===== config.mk =====
export PLATFORM = sky130hd
export DESIGN_NAME = des_job_arbiter_flat
export DESIGN_NICKNAME = d
export VERILOG_FILES = /design/src/rtl/des_job_arbiter_if.sv /design/src/rtl/des_job_arbiter.sv /design/src/flat_wrapper.sv
export SDC_FILE = /design/constraint.sdc
export NUM_CORES = 1
export LEC_CHECK = 0
export BUFFER_PORTS_ARGS = -buffer_cell sky130_fd_sc_hd__buf_4
export CORE_AREA = 2 2 204 206
export DETAILED_ROUTE_END_ITERATION = 12
export DIE_AREA = 0 0 206 208
export GPL_TIMING_DRIVEN = 0
export PLACE_DENSITY = 0.46
export SLEW_MARGIN = 20
export SYNTH_ARGS = -nofsm -noshare
export SYNTH_HDL_FRONTEND = slang
export SYNTH_SLANG_ARGS = --single-unit

===== constraint.sdc =====
create_clock -name clk -period 3.6 [get_ports clk]
set_clock_uncertainty 0.05 [all_clocks]
set_input_delay 0.54 -clock clk [delete_from_list [all_inputs] [get_ports clk]]
set_output_delay 0.54 -clock clk [all_outputs]
set_load 0.005 [all_outputs]

===== src/rtl/des_job_arbiter_if.sv =====
// Bundle between des_job_arbiter (slave), its two requesters and the DES core (master side).
interface des_job_arbiter_if #(
    parameter int DW = 64
);
    logic          req0;
    logic          req1;
    logic          mode0;
    logic          mode1;
    logic [DW-1:0] text0;
    logic [DW-1:0] text1;
    logic [DW-1:0] key0;
    logic [DW-1:0] key1;
    logic          ack0;
    logic          ack1;
    logic          res_valid0;
    logic          res_valid1;
    logic [DW-1:0] res_data;
    logic          res_err;
    logic          busy;
    logic          core_start;
    logic          core_decrypt;
    logic [DW-1:0] core_text;
    logic [DW-1:0] core_key;
    logic          core_done;
    logic [DW-1:0] core_result;

    modport slave (
        input  req0, req1, mode0, mode1, text0, text1, key0, key1,
        input  core_done, core_result,
        output ack0, ack1, res_valid0, res_valid1, res_data, res_err, busy,
        output core_start, core_decrypt, core_text, core_key
    );

    modport master (
        output req0, req1, mode0, mode1, text0, text1, key0, key1,
        output core_done, core_result,
        input  ack0, ack1, res_valid0, res_valid1, res_data, res_err, busy,
        input  core_start, core_decrypt, core_text, core_key
    );
endinterface


===== src/rtl/des_job_arbiter.sv =====
// Round-robin sharing of one DES core between two requesters, all outputs registered.
// Optional WAIT watchdog enabled by defining DES_WDOG_EN.
module des_job_arbiter #(
    parameter int DW      = 64,
    parameter int TIMEOUT = 32,
    parameter int CW      = 6
) (
    input  logic             clk,
    input  logic             rst,
    des_job_arbiter_if.slave bus
);
    typedef enum logic [1:0] {
        S_IDLE  = 2'd0,
        S_START = 2'd1,
        S_WAIT  = 2'd2,
        S_RESP  = 2'd3
    } state_e;

    state_e        state_q, state_d;
    logic          grant_q, grant_d;
    logic          last_q, last_d;
    logic          ack0_q, ack0_d;
    logic          ack1_q, ack1_d;
    logic          res_valid0_q, res_valid0_d;
    logic          res_valid1_q, res_valid1_d;
    logic [DW-1:0] res_data_q, res_data_d;
    logic          res_err_q, res_err_d;
    logic          busy_q, busy_d;
    logic          core_start_q, core_start_d;
    logic          core_decrypt_q, core_decrypt_d;
    logic [DW-1:0] core_text_q, core_text_d;
    logic [DW-1:0] core_key_q, core_key_d;

    logic any_req;
    logic pick;
    logic timeout;

    if (TIMEOUT < 1 || TIMEOUT > (2**CW) - 1) begin : g_cw_check
        $error("des_job_arbiter: CW too narrow for TIMEOUT");
    end

    assign any_req = bus.req0 | bus.req1;
    // A tie goes to whoever was not served last; a lone request always wins.
    assign pick    = (bus.req0 & bus.req1) ? ~last_q : bus.req1;

`ifdef DES_WDOG_EN
    logic [CW-1:0] wdog_q, wdog_d;

    // core_done takes priority, so the timeout only fires on a silent cycle.
    assign timeout = (state_q == S_WAIT) && (wdog_q == CW'(TIMEOUT)) && !bus.core_done;

    always_comb begin
        wdog_d = wdog_q;
        if (state_q == S_START) begin
            wdog_d = '0;
        end else if (state_q == S_WAIT) begin
            wdog_d = wdog_q + CW'(1);
        end
    end

    always_ff @(posedge clk or negedge rst) begin
        if (!rst) begin
            wdog_q <= '0;
        end else begin
            wdog_q <= wdog_d;
        end
    end
`else
    assign timeout = 1'b0;
`endif

    always_ff @(posedge clk or negedge rst) begin
        if (!rst) begin
            state_q        <= S_IDLE;
            grant_q        <= 1'b0;
            last_q         <= 1'b1;
            ack0_q         <= 1'b0;
            ack1_q         <= 1'b0;
            res_valid0_q   <= 1'b0;
            res_valid1_q   <= 1'b0;
            res_data_q     <= '0;
            res_err_q      <= 1'b0;
            busy_q         <= 1'b0;
            core_start_q   <= 1'b0;
            core_decrypt_q <= 1'b0;
            core_text_q    <= '0;
            core_key_q     <= '0;
        end else begin
            state_q        <= state_d;
            grant_q        <= grant_d;
            last_q         <= last_d;
            ack0_q         <= ack0_d;
            ack1_q         <= ack1_d;
            res_valid0_q   <= res_valid0_d;
            res_valid1_q   <= res_valid1_d;
            res_data_q     <= res_data_d;
            res_err_q      <= res_err_d;
            busy_q         <= busy_d;
            core_start_q   <= core_start_d;
            core_decrypt_q <= core_decrypt_d;
            core_text_q    <= core_text_d;
            core_key_q     <= core_key_d;
        end
    end

    always_comb begin
        state_d = state_q;
        case (state_q)
            S_IDLE:  if (any_req) state_d = S_START;
            S_START: state_d = S_WAIT;
            S_WAIT:  if (bus.core_done || timeout) state_d = S_RESP;
            S_RESP:  state_d = S_IDLE;
            default: state_d = S_IDLE;
        endcase
    end

    always_comb begin
        grant_d        = grant_q;
        last_d         = last_q;
        ack0_d         = 1'b0;
        ack1_d         = 1'b0;
        res_valid0_d   = 1'b0;
        res_valid1_d   = 1'b0;
        res_data_d     = res_data_q;
        res_err_d      = res_err_q;
        core_start_d   = 1'b0;
        core_decrypt_d = core_decrypt_q;
        core_text_d    = core_text_q;
        core_key_d     = core_key_q;
        // Registered, so it must look at where the FSM is heading.
        busy_d         = (state_d != S_IDLE);

        case (state_q)
            S_IDLE: begin
                if (any_req) begin
                    grant_d        = pick;
                    ack0_d         = ~pick;
                    ack1_d         = pick;
                    core_start_d   = 1'b1;
                    core_decrypt_d = pick ? bus.mode1 : bus.mode0;
                    core_text_d    = pick ? bus.text1 : bus.text0;
                    core_key_d     = pick ? bus.key1  : bus.key0;
                end
            end
            S_WAIT: begin
                if (bus.core_done) begin
                    res_data_d   = bus.core_result;
                    res_err_d    = 1'b0;
                    res_valid0_d = ~grant_q;
                    res_valid1_d = grant_q;
                end else if (timeout) begin
                    res_data_d   = '0;
                    res_err_d    = 1'b1;
                    res_valid0_d = ~grant_q;
                    res_valid1_d = grant_q;
                end
            end
            S_RESP: begin
                last_d = grant_q;
            end
            default: begin
            end
        endcase
    end

    assign bus.ack0         = ack0_q;
    assign bus.ack1         = ack1_q;
    assign bus.res_valid0   = res_valid0_q;
    assign bus.res_valid1   = res_valid1_q;
    assign bus.res_data     = res_data_q;
    assign bus.res_err      = res_err_q;
    assign bus.busy         = busy_q;
    assign bus.core_start   = core_start_q;
    assign bus.core_decrypt = core_decrypt_q;
    assign bus.core_text    = core_text_q;
    assign bus.core_key     = core_key_q;
endmodule


===== src/flat_wrapper.sv =====
// flat-port wrapper written by rule: the top's interface ports become plain ports
module des_job_arbiter_flat 
#(
    parameter int DW      = 64,
    parameter int TIMEOUT = 32,
    parameter int CW      = 6
)
  (clk, rst, bus_req0, bus_req1, bus_mode0, bus_mode1, bus_text0, bus_text1, bus_key0, bus_key1, bus_core_done, bus_core_result, bus_ack0, bus_ack1, bus_res_valid0, bus_res_valid1, bus_res_data, bus_res_err, bus_busy, bus_core_start, bus_core_decrypt, bus_core_text, bus_core_key);
  des_job_arbiter_if #(.DW(DW)) bus_i ();
  input  logic clk;
  input  logic rst;
  input wire logic [$bits(bus_i.req0)-1:0] bus_req0;
  input wire logic [$bits(bus_i.req1)-1:0] bus_req1;
  input wire logic [$bits(bus_i.mode0)-1:0] bus_mode0;
  input wire logic [$bits(bus_i.mode1)-1:0] bus_mode1;
  input wire logic [$bits(bus_i.text0)-1:0] bus_text0;
  input wire logic [$bits(bus_i.text1)-1:0] bus_text1;
  input wire logic [$bits(bus_i.key0)-1:0] bus_key0;
  input wire logic [$bits(bus_i.key1)-1:0] bus_key1;
  input wire logic [$bits(bus_i.core_done)-1:0] bus_core_done;
  input wire logic [$bits(bus_i.core_result)-1:0] bus_core_result;
  output wire logic [$bits(bus_i.ack0)-1:0] bus_ack0;
  output wire logic [$bits(bus_i.ack1)-1:0] bus_ack1;
  output wire logic [$bits(bus_i.res_valid0)-1:0] bus_res_valid0;
  output wire logic [$bits(bus_i.res_valid1)-1:0] bus_res_valid1;
  output wire logic [$bits(bus_i.res_data)-1:0] bus_res_data;
  output wire logic [$bits(bus_i.res_err)-1:0] bus_res_err;
  output wire logic [$bits(bus_i.busy)-1:0] bus_busy;
  output wire logic [$bits(bus_i.core_start)-1:0] bus_core_start;
  output wire logic [$bits(bus_i.core_decrypt)-1:0] bus_core_decrypt;
  output wire logic [$bits(bus_i.core_text)-1:0] bus_core_text;
  output wire logic [$bits(bus_i.core_key)-1:0] bus_core_key;
  assign bus_i.req0 = bus_req0;
  assign bus_i.req1 = bus_req1;
  assign bus_i.mode0 = bus_mode0;
  assign bus_i.mode1 = bus_mode1;
  assign bus_i.text0 = bus_text0;
  assign bus_i.text1 = bus_text1;
  assign bus_i.key0 = bus_key0;
  assign bus_i.key1 = bus_key1;
  assign bus_i.core_done = bus_core_done;
  assign bus_i.core_result = bus_core_result;
  assign bus_ack0 = bus_i.ack0;
  assign bus_ack1 = bus_i.ack1;
  assign bus_res_valid0 = bus_i.res_valid0;
  assign bus_res_valid1 = bus_i.res_valid1;
  assign bus_res_data = bus_i.res_data;
  assign bus_res_err = bus_i.res_err;
  assign bus_busy = bus_i.busy;
  assign bus_core_start = bus_i.core_start;
  assign bus_core_decrypt = bus_i.core_decrypt;
  assign bus_core_text = bus_i.core_text;
  assign bus_core_key = bus_i.core_key;
  des_job_arbiter #(.DW(DW), .TIMEOUT(TIMEOUT), .CW(CW)) u_core (.clk(clk), .rst(rst), .bus(bus_i));
endmodule

==> results of run 1 <==
-- where the power goes --
part,leakage (nW),internal (mW),switching [mW]
logic,4.70,3.48,1.90
clock network,0.390,1.42,0.991
registers,2.40,3.47,0.628
total,7.49,8.38,3.52
-- cell families (layout without fill, tap and decap cells) --
group                  after synthesis  after routing  synth area share (%)
AO/OA/AOI/OAI                        3              3                 0.272
XOR/XNOR                             1              1                0.0908
buffers and inverters               39            612                  2.57
flip-flops                         203            203                  52.7
multiplexers                       323            323                  43.9
other                                1              1                0.0389
AND/OR/NAND/NOR                      9              9                 0.467
-- sequential cells by signal, indices dropped and copies added, names as in the netlist, 2 cells and up --
signal                flops
u_core.bus.core_key      64
u_core.bus.core_text     64
u_core.state_q            2
u_core.bus.res_data      64
-- final timing paths --
path / cells past startpoint / from / slack, ns / endpoint
max: 6 / u_core.state_q[1] / 1.47 / u_core.bus.core_text[51]
min: 2 / bus_core_result[37] / 0.20 / u_core.bus.res_data[37]
max reg2reg: 6 / u_core.state_q[1] / 1.47 / u_core.bus.core_text[51]
min reg2reg: 1 / u_core.grant_q / 0.44 / u_core.bus.res_valid0
max in group asynchronous: 3 / rst / 2.32 / u_core.bus.core_text[30]
min in group asynchronous: 2 / rst / 0.43 / u_core.bus.res_data[58]
-- repair_timing --
item                                    CTS  global route
endpoints found under the hold margin    25             0
endpoints found under the setup margin    0             0
hold buffers                              1             0
-- cells in the mapped netlist --
| library cell | instances |
|---|---|
| nor2_1 | 3 |
| clkinv_1 | 1 |
| inv_1 | 1 |
| buf_6 | 10 |
| nor3_1 | 1 |
| nand3b_1 | 2 |
| xor2_1 | 1 |
| a21o_1 | 1 |
| dfrtp_1 | 202 |
| conb_1 | 1 |
| o21ai_2 | 1 |
| mux2_2 | 163 |
| a21bo_1 | 1 |
| buf_1 | 4 |
| buf_4 | 1 |
| buf_2 | 18 |
| and2_1 | 1 |
| dfstp_2 | 1 |
| mux2_4 | 160 |
| clkbuf_1 | 4 |
| nand2_1 | 2 |
-- layout make-up --
type	count	area, sq um	share of cell area, %
clock inverter	7	45.0	0.298
inverter	2	7.51	0.0497
timing repair buffer	528	4010	26.5
tap	532	666	4.40
sequential	203	5080	33.6
multi-input combinational	337	4320	28.6
buffer	37	240	1.59
clock buffer	38	744	4.92
-- per-stage QoR --
step                utilization, %  std cells  cell area [sq um]  total power [mW]
global placement              35.2       1636              14300              9.63
detailed placement            35.3       1638              14300              9.68
finish                        37.3       1684              15100              11.9
floorplan                        -        579               9650              6.74
CTS                           37.3       1684              15100              12.2
global route                  37.3       1684              15100              12.7
-- cells in the final DEF (no fill, tap or decap) --
cell type	netlist	layout
dlygate4sd3_1	0	1
buf_16	0	2
inv_6	0	1
clkbuf_16	0	25
clkbuf_1	4	10
clkinv_2	0	4
and2_1	1	1
nor3_1	1	1
clkinv_4	0	1
nand2_1	2	2
buf_6	10	10
nand3b_1	2	2
clkinv_1	1	1
inv_1	1	1
buf_8	0	1
conb_1	1	1
xor2_1	1	1
dfrtp_1	202	202
a21bo_1	1	1
a21o_1	1	1
o21ai_2	1	1
buf_4	1	525
clkbuf_8	0	7
dfstp_2	1	1
mux2_4	160	160
nor2_1	3	3
clkinvlp_4	0	1
buf_1	4	4
mux2_2	163	163
buf_2	18	18
-- worst reg2reg max path, stage by stage (launching register included) --
cell	delay, ns
dfrtp_1	0.43
nor2_1	0.14
o21ai_2	0.10
clkinv_1	0.17
buf_2	0.32
buf_2	0.41
mux2_2	0.40
-- metal layers --
layer | part of all wire, % | GRT usage (%)
met2 | 51 | 26.1
met5 | 0.025 | 0
met1 | 36 | 16.2
met3 | 12 | 6.08
met4 | 1.3 | 2.51
==> key figures, run 1 <==
Floorplan
  • Initial core utilization: between 20% and 30%
  • Core area: 40,600 sq um
  • Rows: 74
  • Die height: between 200 and 250 um
  • IO Count: ~530
  • Die W: just over 200 um
  • Die area: about 43,000 sq um

GRT
  • Initial antenna violation count: 1
  • GRT Total Usage: 14.6%
  • First-pass GRT wire length: around 48 mm
  • Largest net degree at the start of global routing: 90
  • GRT overflow: 0
  • Vias in the first global route: roughly 7,500

STA
  • RSZ-0062 raised after global routing: false
  • Setup ws final: 1.47 ns
  • Slew headroom: a little over half
  • Final min period: ~2.1 ns
  • Worst hold slack: a little over 0.2 ns
  • Final Max Slew Viols: 0
  • FMAX: around 470 MHz
  • Fin crit share: about three fifths
  • Worst-margin pin slew: 0.708 ns
  • Final Hold Violating Endpoints: 0
  • Setup-failing EPs final: 0
  • Final TNS setup: 0 ns

Worst setup path
  • Critical Path AT: roughly 2.5 ns
  • CP Launch Type: register
  • WP buf/inv: 3
  • Required @ worst endpoint: ~4.0 ns
  • Max stage delay on crit path: between 0.4 and 0.5 ns
  • CP max stage cell: dfrtp_1
  • Critical-path maximum fanout: 10
  • Cell repeated most along the worst path: buf_2
  • Cells along the critical path: nor2_1, o21ai_2, clkinv_1, buf_2, buf_2, mux2_2
  • Element type at the critical path end: register
  • Delay-heaviest family, CP: buffers and inverters
  • Crit path kind: reg -> reg

Pwr
  • Leak: roughly 7.5 nW
  • Peak supply drop: between 200 and 300 uV
  • Power Density: just under 800 nW/um^2

Detailed routing
  • First drt pass iteration count: 4
  • Via density: 4.06
  • Routed Antenna Nets: 0
  • WL/cell: slightly below 20 um
  • Vias: 6,833
  • Initial detailed-routing violation count: around 140
  • Routed WL: approximately 32 mm
  • Residual DRC: 0

Clock network
  • Cts repair resizes: 0
  • Worst-path clk slew: around 0.060 ns
  • CTS buffer count: 25
  • CTS tree: yes
  • Post-CTS Setup Bufs: 0
  • Number of clock sinks: 203
  • CTS H-tree depth: 1
  • Clk_lat worst skew: roughly 0.52 ns
  • CTS max path bufs: 3
  • Root Buffer: clkbuf_16

Finish
  • Diodes inserted: 0
  • Layout fillers: approximately 4,000
  • Share of layout cells above drive strength 1: 79.9%
  • Final net count: 1,461
  • Layout area overhead: 56.7%

Synthesis
  • Mapped cell area: just under 10,000 sq um
  • Post-synth top area cell: dfrtp_1
  • Synth Register Bits: ~200
  • Synthesized area per cell: ~17 sq um
  • Cell count after synthesis: approximately 580
  • Yosys warns: 0
  • Syn_nets: 906
  • Yosys cell types: 21
  • Share of the synthesized area in the top cell type: a little over half
  • Synth area leaders: dfrtp_1 (52%), mux2_4 (25%), mux2_2 (19%), buf_6 (1.2%), buf_2 (0.93%)
  • Post-synthesis sequential area ratio: 52.7%

Placed design
  • Detailed placement HPWL: 25.8 mm
  • Port Buffer Count: 525
  • Placer Congestion: around 0.77
  • Worst slack, placed: roughly 1.2 ns

Outcome
  • Status: finished clean

Flow run
  • Maxcap violations: 0

Hold path
  • Worst hold path class: in -> reg
Note: power is estimated with default switching activity, not from simulation.
==> inputs of run 2 (changes only) <==
Settings changed: CORE_AREA 2 2 204 206 to 2 2 206 208, DIE_AREA 0 0 206 208 to 0 0 208 210, PLACE_DENSITY 0.46 to 0.45.
Clock period 3.6 ns to 2 ns, I/O delays scaled along.
==> run 2 against run 1 <==
Effect of this change:
- critical path depth is the same
- setup slack lost 1.4 ns
- worst hold slack lost 0.13 ns
- flip-flop and latch count is the same
- die area grew 1.9%
- via count grew 2.6%
- sequential power grew 80%
- sequential share of layout area shrank 1.9 points
- global-route usage shrank 0.32 points
- count of clock-buffer cells in the layout shrank 2
- total power grew 89%
- routed wire length shrank 0.15%
==> key figures, run 2 (synthesized netlist as in run 1, its figures left out) <==
Pwr
  • Sw power: 6.42 mW (was 3.52 mW)
  • Switching Share: 28.6% (was 29.6%)
  • Comb pwr share: 44.0% (was 45.3%)
  • Pint: 16.0 mW (was 8.38 mW)
  • Peak supply drop: 663 uV (was 274 uV)
  • Clk pwr share: 23.0% (was 20.3%)
  • Power Density: 1400 nW/um^2 (was 787 nW/um^2)
  • Sequential power share: 33.0% (was 34.4%)
  • Leak: 7.86 nW (was 7.49 nW)

Worst setup path
  • Required @ worst endpoint: 2.36 ns (was 3.95 ns)
  • Cell repeated most along the worst path: mux2_4 (was buf_2)
  • R2R Setup Slk: 0.06 ns (was 1.47 ns)
  • Worst r2r dst: u_core.bus.core_text[48] (was u_core.bus.core_text[51])
  • Reg2reg path depth: 6 (unchanged)
  • Max stage delay on crit path: 0.52 ns (was 0.43 ns)
  • Cells along the critical path: a21bo_1, buf_4, buf_12, buf_6, mux2_4, mux2_4 (was nor2_1, o21ai_2, clkinv_1, buf_2, buf_2, mux2_2)
  • CP Launch Type: register (unchanged)
  • Critical-path maximum fanout: 10 (unchanged)
  • Element type at the critical path end: register (unchanged)
  • Critical Path AT: 2.31 ns (was 2.47 ns)
  • Crit path kind: reg -> reg (unchanged)
  • Crit Reg-Reg Startpoint: u_core.last_q (was u_core.state_q[1])
  • CP max stage cell: dfstp_2 (was dfrtp_1)

STA
  • Slew headroom: 60.0% (was 52.8%)
  • Final Hold Violating Endpoints: 0 (unchanged)
  • RSZ-0062 raised after global routing: true (was false)
  • Worst-margin pin slew: 0.601 ns (was 0.708 ns)
  • FMAX: 514 MHz (was 470 MHz)
  • Setup-failing EPs final: 0 (unchanged)
  • Final min period: 1.94 ns (was 2.13 ns)
  • Fin crit share: 97.2% (was 59.1%)
  • Final Max Slew Viols: 0 (unchanged)
  • Worst hold slack: 0.0732 ns (was 0.205 ns)

Finish
  • Layout area overhead: 65.9% (was 56.7%)
  • Final Non-Filler Cells: 1,760 (was 1,684)
  • Share of layout cells above drive strength 1: 75.9% (was 79.9%)
  • Most frequent cells in the layout: buf_4 (535), dfrtp_1 (202), mux2_2 (163) (was buf_4 (525), dfrtp_1 (202), mux2_2 (163))
  • Diodes inserted: 0 (unchanged)
  • Final instance area: 16,000 sq um (was 15,100 sq um)
  • Layout fillers: 3,997 (was 3,961)
  • Most common library cell in the layout ignoring fill and taps: buf_4 (unchanged)
  • Fin util: 38.6% (was 37.3%)
  • Final net count: 1,528 (was 1,461)

Placed design
  • Cells after DPL: 1,645 (was 1,638)
  • Cell Area, Placed: 14,300 sq um (about the same)
  • Detailed placement HPWL: 25.3 mm (was 25.8 mm)
  • Port Buffer Count: 525 (unchanged)
  • Placer Congestion: 0.739 (was 0.765)

Clock network
  • CTS max path bufs: 3 (unchanged)
  • CTS buffer count: 26 (was 25)
  • Worst-path clk slew: 0.06 ns (about the same)
  • Root Buffer: clkbuf_16 (unchanged)
  • Post-CTS Setup Bufs: 0 (unchanged)
  • CTS H-tree depth: 1 (unchanged)
  • Number of clock sinks: 203 (unchanged)
  • Clk_lat worst skew: 0.52 ns (about the same)
  • CTS tree: yes (unchanged)

Detailed routing
  • WL/cell: 18.4 um (was 19.3 um)
  • First drt pass iteration count: 4 (unchanged)
  • Initial detailed-routing violation count: 142 (unchanged)
  • Via density: 3.98 (was 4.06)
  • Routed Antenna Nets: 0 (unchanged)
  • Vias: 7,013 (was 6,833)
  • Routed WL: 32.4 mm (about the same)
  • Residual DRC: 0 (unchanged)

GRT
  • Initial antenna violation count: 1 (unchanged)
  • Largest net degree at the start of global routing: 82 (was 90)
  • GRT overflow: 0 (unchanged)
  • First-pass GRT wire length: 48.1 mm (was 47.5 mm)
  • GRT Total Usage: 14.3% (was 14.6%)
  • Vias in the first global route: 7,853 (was 7,466)

Floorplan
  • Core area: 41,500 sq um (was 40,600 sq um)
  • IO Count: 527 (unchanged)
  • Die height: 210 um (was 208 um)
  • Die W: 208 um (was 206 um)
  • Die area: 43,700 sq um (was 42,800 sq um)
  • Rows: 75 (was 74)
  • Initial core utilization: 23.3% (was 23.8%)

Outcome
  • Status: finished clean (unchanged)

Hold path
  • Worst hold path class: in -> reg (unchanged)
  • Hold Path End: u_core.bus.core_key[1] (was u_core.bus.res_data[37])
  • Hold Startpoint: bus_key1[1] (was bus_core_result[37])
  • Worst hold stages: 3 (was 2)

Flow run
  • Maxcap violations: 0 (unchanged)
==> run 2: area by class of cell <==
class,count,area (sq um),share of cell area [%]
plain buffers,37,292,1.82
clock buffers,36,769,4.81
clock inverters,12,191,1.20
inverters,2,7.51,0.0469
multi-input cells,337,4320,27.0
flip-flops and latches,203,5080,31.7
well taps,539,674,4.21
repair buffers,594,4670,29.2
==> run 2: worst max path at each step <==
| stage | start | to | slack (ns) | cells past startpoint |
|---|---|---|---|---|
| after global placement | rst | u_core.bus.core_key[0] | -1.11 | 1 |
| final | u_core.last_q | u_core.bus.core_text[48] | 0.06 | 6 |
| after CTS | u_core.last_q | u_core.bus.core_text[20] | 0.01 | 6 |
| after detailed placement | u_core.state_q[1] | u_core.bus.core_text[32] | -0.19 | 6 |
| after global routing | u_core.last_q | u_core.bus.core_text[48] | -0.01 | 6 |
| after floorplan | u_core.last_q | u_core.bus.core_key[16] | 0.25 | 6 |
==> run 2: worst max-delay path, delay by kind of cell, from the launching register on <==
family	cells	cell delay [ns]
muxes	2	0.58
buffers and inverters	3	0.56
AOI/OAI and AO/OA	1	0.10
DFF	1	0.52
==> run 2: per-stage QoR <==
stage / worst slack, ns / total power, mW / setup TNS, ns
global placement: -1.11 / 17.3 / -228.25
finish: 0.0558 / 22.4 / 0
CTS: 0.0107 / 22.9 / 0
floorplan: 0.245 / 12.1 / 0
global route: -0.0121 / 23.8 / -0.104
detailed placement: -0.189 / 17.4 / -11.92
==> run 2: power by group through the flow <==
stage	registers, mW	logic, mW	clock network, mW
6_report	7.40	9.87	5.15
5_1_grt	7.69	10.6	5.53
4_1_cts	7.40	10.1	5.36
3_5_place_dp	7.40	9.99	0
3_3_place_gp	7.37	9.94	0
2_1_floorplan	7.48	4.65	0
==> run 2: repair_timing <==
item | CTS | global route
hold endpoints to repair | 111 | 0
gates resized for setup | 13 | 5
hold buffers | 67 | 0
setup endpoints to repair | 98 | 39
==> run 2: metal layers <==
layer / routed length [um] / global-route usage, % / vias up / share of wire (%)
li1: - / - / 3308 / -
met1: 12700 / 16.9 / 3350 / 39
met2: 16400 / 25.1 / 314 / 51
met3: 2570 / 4.29 / 39 / 7.9
met4: 692 / 3.99 / 2 / 2.1
met5: 13 / 0 / - / 0.040
